## src/rtl/pm_pkg.sv

```systemverilog
// Shared constants and event record layout for the pattern-match event queue.
package pm_pkg;
  localparam int PM_DATA_SIZE  = 32;
  localparam int PM_IDX_W      = 16;
  localparam int PM_DROP_CNT_W = 16;

  typedef struct packed {
    logic [PM_IDX_W-1:0]     idx;
    logic [PM_DATA_SIZE-1:0] data;
  } pm_evt_t;
endpackage

```

## src/rtl/pm_evt_fifo.sv

```systemverilog
// Generic first-word-fall-through synchronous FIFO; occupancy tracked by an
// explicit level counter so full and empty never alias on pointer equality.
module pm_evt_fifo #(
  parameter int WIDTH = 48,
  parameter int DEPTH = 8,
  parameter int LVL_W = $clog2(DEPTH) + 1
) (
  input  logic             clk,
  input  logic             rstb,
  input  logic             clr,
  input  logic             push,
  input  logic             pop,
  input  logic [WIDTH-1:0] din,
  output logic [WIDTH-1:0] dout,
  output logic             full,
  output logic             empty,
  output logic [LVL_W-1:0] level
);
  localparam int PW = $clog2(DEPTH);

  logic [WIDTH-1:0] mem [DEPTH];
  logic [PW-1:0]    wr_ptr, rd_ptr;
  logic             wr_en, rd_en;

  assign full  = (level == LVL_W'(DEPTH));
  assign empty = (level == '0);
  // A full FIFO still accepts a push when the head leaves in the same cycle.
  assign rd_en = pop && !empty && !clr;
  assign wr_en = push && !clr && (!full || rd_en);

  always_ff @(posedge clk)
    if (wr_en) mem[wr_ptr] <= din;

  always_ff @(posedge clk or negedge rstb) begin
    if (!rstb) begin
      wr_ptr <= '0;
      rd_ptr <= '0;
      level  <= '0;
    end else if (clr) begin
      wr_ptr <= '0;
      rd_ptr <= '0;
      level  <= '0;
    end else begin
      if (wr_en) wr_ptr <= wr_ptr + 1'b1;
      if (rd_en) rd_ptr <= rd_ptr + 1'b1;
      unique case ({wr_en, rd_en})
        2'b10:   level <= level + 1'b1;
        2'b01:   level <= level - 1'b1;
        default: level <= level;
      endcase
    end
  end

  // Head reads as zero when empty so stale storage never leaks out.
  assign dout = empty ? '0 : mem[rd_ptr];
endmodule

```

## src/rtl/pattern_match_event_q.sv

```systemverilog
// Captures {word index, data} for every matched word into an FWFT event FIFO.
// Optional PM_EVT_DROP_CNT_EN adds a saturating dropped-event counter.
module pattern_match_event_q
  import pm_pkg::*;
#(
  parameter int DATA_SIZE = PM_DATA_SIZE,
  parameter int IDX_W     = PM_IDX_W,
  parameter int DEPTH     = 8,
  parameter int LVL_W     = $clog2(DEPTH) + 1
) (
  input  logic                 clk,
  input  logic                 rstb,
  input  logic                 en,
  input  logic [DATA_SIZE-1:0] data_in,
  input  logic                 match_in,
  input  logic                 clr,
  output logic                 evt_valid,
  input  logic                 evt_ready,
  output logic [DATA_SIZE-1:0] evt_data,
  output logic [IDX_W-1:0]     evt_idx,
  output logic [LVL_W-1:0]     level,
  output logic                 overflow
`ifdef PM_EVT_DROP_CNT_EN
  , output logic [PM_DROP_CNT_W-1:0] drop_cnt
`endif
);
  localparam int EW = IDX_W + DATA_SIZE;

  logic [IDX_W-1:0] idx;
  logic [EW-1:0]    head;
  logic             push, pop, full, empty, drop;

  assign push = en && match_in;
  assign pop  = evt_valid && evt_ready;
  assign drop = push && full && !pop && !clr;

  pm_evt_fifo #(.WIDTH(EW), .DEPTH(DEPTH), .LVL_W(LVL_W)) u_fifo (
    .clk   (clk),
    .rstb  (rstb),
    .clr   (clr),
    .push  (push),
    .pop   (pop),
    .din   ({idx, data_in}),
    .dout  (head),
    .full  (full),
    .empty (empty),
    .level (level)
  );

  assign evt_valid           = !empty;
  assign {evt_idx, evt_data} = head;

  // Index is pre-increment at capture, so the first qualified word is 0.
  always_ff @(posedge clk or negedge rstb) begin
    if (!rstb) begin
      idx      <= '0;
      overflow <= 1'b0;
    end else if (clr) begin
      idx      <= '0;
      overflow <= 1'b0;
    end else begin
      if (en)   idx      <= idx + 1'b1;
      if (drop) overflow <= 1'b1;
    end
  end

`ifdef PM_EVT_DROP_CNT_EN
  always_ff @(posedge clk or negedge rstb) begin
    if (!rstb)                    drop_cnt <= '0;
    else if (clr)                 drop_cnt <= '0;
    else if (drop && ~&drop_cnt)  drop_cnt <= drop_cnt + 1'b1;
  end
`endif
endmodule

```

## config.mk

```make
export PLATFORM = sky130hd
export DESIGN_NAME = pattern_match_event_q
export DESIGN_NICKNAME = d
export VERILOG_FILES = /design/src/rtl/pm_pkg.sv /design/src/rtl/pm_evt_fifo.sv /design/src/rtl/pattern_match_event_q.sv
export SDC_FILE = /design/constraint.sdc
export NUM_CORES = 1
export LEC_CHECK = 0
export BUFFER_PORTS_ARGS = -buffer_cell sky130_fd_sc_hd__buf_2
export CORE_MARGIN = 3
export CORE_UTILIZATION = 45
export DETAILED_ROUTE_END_ITERATION = 12
export GPL_TIMING_DRIVEN = 0
export PLACE_DENSITY = 0.59
export SKIP_CTS_REPAIR_TIMING = 1
export SYNTH_ARGS = -nofsm -noshare
export SYNTH_HDL_FRONTEND = slang
export SYNTH_SLANG_ARGS = --single-unit
```

## constraint.sdc

```tcl
create_clock -name clk -period 9.55 [get_ports clk]
set_input_delay 0.4775 -clock clk [delete_from_list [all_inputs] [get_ports clk]]
set_output_delay 0.4775 -clock clk [all_outputs]
set_load 0.01 [all_outputs]
```

==> flow_summary.ini <==
[run_status]
status = finished, violations left
violations = hold timing

[placement]
dpl.cell_count = 1341
hpwl_um = 21000
pre_cts_slack_ns = 6.22
port_buffers = 89
place.gp.congestion = 0.760

[synth]
ys_seq_area_share_pct = 76.1
yosysMostFrequentCell = edfxtp_1
avgSynthCellArea_sq_um = 20.8
synth_warnings = 0
synth_edf_count = 384
synth_cells = 773
syn_area_sq_um = 16000
synthTopCellsByCount = 384 x edfxtp_1, 96 x mux4_2, 75 x nor2_1, 50 x mux2i_1, 27 x dfrtp_1
synth_top_area_cell = edfxtp_1
ys_ff_latch = 411
synthTopCellsByArea = edfxtp_1 72%, mux4_2 13%, dfrtp_1 4.2%
yosysTopAreaCellShare_pct = 71.9
ys_async_sr_fraction_pct = 6.57
synth_fp_nets = 817
ys.flop_type = edfxtp_1
synthDistinctLibCells = 40

[pwr]
power.share.combinational_pct = 21.3
sequentialPowerShare_pct = 43.5
p_sw_share_pct = 25.9
clockPowerShare_pct = 35.2
p_leak_uw = 0.00629
powerDensity_nw_per_um2 = 244
peakVddDrop_mv = 0.138
p_sw_uw = 1200
internal_power_uw = 3420

[worst_setup_path]
end_kind = output pin
path_max_fanout = 10
cpMostUsedCell = clkbuf_1
slowest_stage = clkbuf_1
critPathLaunchType = flip-flop
critPathTopFamily = buffers and inverters
slowest_delay_ns = 0.58
cp_cell_sequence = or3_1 -> buf_4 -> nor2_8 -> clkbuf_1 -> clkbuf_1 -> nor2_1 -> buf_2
worstSetupPathType = reg -> out
cp.arrival_ns = 3.18
path_buf_inv = 4
required_ns = 9.07

[global_routing]
grt_pass1_wl_um = 51000
grt.overflow.total = 0
grt_usage_pct = 17.7
antenna_found_initial = 0
grt_pass1_vias = 8146
grt_max_degree = 28

[detailed_routing]
dr_total_vias = 7769
antenna_left = 0
firstDrtPassIters = 5
via_per_inst = 5.49
wl_per_cell_um = 23.4
drtIter0Drc = 572
wl_um = 33100
route.detailed.drc = 0

[cts]
clock_sinks = 411
cts_tree = yes
clk_latency_ns = 0.53
cts_made_buffers = 43
clock_path_buffers = 3
htree_levels = 2
clk_pin_slew_worst_paths_ns = 0.06
cts_root_buf = clkbuf_16

[floorplanning]
die_w_um = 195
die-area_sq_um = 38000
core_area_sq_um = 34900
rows = 68
initial_core_util_pct = 46.0
dieHeight_um = 195
io_pins = 92

[flow_run]
maxCapViolations = 0

[sta]
finalSetupTns_ns = 0
worstMarginPinSlew_ns = 0.993
hold_ws_ns = -0.0274
slew_headroom_pct = 33.8
period_needed_ns = 3.66
max_freq_mhz = 273
fin_ws_ns = 5.89
slew_viol_final = 0
fin_skew_ns = 0.0182
period_share_pct = 38.3
finalHoldViolCount = 20
setup_viol = 0
rsz0062_at_grt = false

[final_layout]
num_antenna_cells = 0
final_layout_size_suffix_gt1_share_pct = 30.2
fin_nets = 975
areaGrowthSynthToFinish_pct = 17.9
stdcell_count = 1415
fill_cells = 2760
final_util_pct = 54.2

[min_path]
holdCritPathClass = in -> async
final cells by class:
cell class              count  area, sq um  share of cell area [%]
plain buffers              42          181                   0.959
inverters                   1         3.75                  0.0198
multi-input cells         319         3710                    19.6
repair buffers            113          873                    4.62
flip-flops and latches    411        12200                    64.5
clock buffers              54         1160                    6.13
well taps                 455          569                    3.01
clock inverters            20          214                    1.13
final timing paths:
kind / end / slack, ns / cells after the start / from
max: evt_idx[5] / 5.89 / 7 / u_fifo.level[0]
min: u_fifo.level[0] / -0.03 / 1 / rstb
max reg2reg: u_fifo.mem[1][24] / 6.54 / 8 / u_fifo.level[0]
min reg2reg: overflow / 0.50 / 2 / overflow
max in group asynchronous: u_fifo.level[3] / 9.14 / 1 / rstb
min in group clk: u_fifo.mem[4][25] / 0.22 / 1 / data_in[25]
kinds of logic after synthesis:
family                   Yosys count  synth area share (%)
multiplexers                     149                  16.8
AND/OR/NAND/NOR                  127                  3.79
flip-flops                       411                  76.1
adder cells (fa/ha/maj)            6                 0.515
XOR/XNOR                          16                 0.873
buffers and inverters             43                  1.15
AO/OA/AOI/OAI                     21                 0.788
power groups by stage:
stage	logic (uW)	clock network, uW	registers, uW
3_3_place_gp	1000	0	2050
5_1_grt	1080	1730	2010
4_1_cts	1010	1660	2010
3_5_place_dp	1010	0	2040
6_report	981	1630	2010
2_1_floorplan	658	0	2040
flip-flops by register name, indices dropped and copies added, names as in the netlist:
| name | count |
|---|---|
| idx | 16 |
| u_fifo.rd_ptr | 3 |
| u_fifo.wr_ptr | 3 |
| overflow | 1 |
| u_fifo.mem | 384 |
| u_fifo.level | 4 |
worst register-to-register path: stages, from the launching register on:
cell and delay [ns]:
dfrtp_1 0.48, or3_1 0.15, buf_4 0.16, o21ai_1 0.15, or3b_1 0.56, nor3_2 0.67
buf_8 0.23, buf_6 0.16, buf_6 0.16
through the flow:
step                hold WS (ns)  total power, uW  cell area, sq um
floorplan                  0.182             2700             16000
CTS                      -0.0126             4680             18900
detailed placement         0.490             3050             17500
global route              0.0175             4820             18900
global placement           0.483             3050             17100
finish                   -0.0274             4610             18900
per-layer routing:
metal  GRT usage [%]  part of all wire (%)
met1            26.4                    46
met3            3.14                   5.0
met5               0                     0
met4            3.38                   1.5
met2            28.0                    48
layout by cell type (no fill, tap or decap), types with 3 or more instances in the layout:
| cell type | instances |
|---|---|
| clkbuf_16 | 45 |
| ha_1 | 5 |
| clkbuf_1 | 34 |
| xor2_1 | 13 |
| nand2_1 | 10 |
| nor2_4 | 6 |
| dfrtp_1 | 27 |
| nor2_1 | 69 |
| buf_2 | 101 |
| buf_16 | 5 |
| buf_6 | 8 |
| mux4_2 | 96 |
| buf_8 | 4 |
| or3_1 | 6 |
| mux2_1 | 3 |
| xnor2_1 | 3 |
| mux2i_1 | 50 |
| a21oi_1 | 7 |
| nand4_1 | 6 |
| bufinv_16 | 5 |
| nand2b_1 | 3 |
| buf_12 | 7 |
| nor3_1 | 5 |
| a21o_1 | 3 |
| nand3_1 | 7 |
| o21ai_1 | 5 |
| edfxtp_1 | 384 |
| and4_1 | 3 |
| clkinv_1 | 12 |
(Power assumes the default switching activity.)
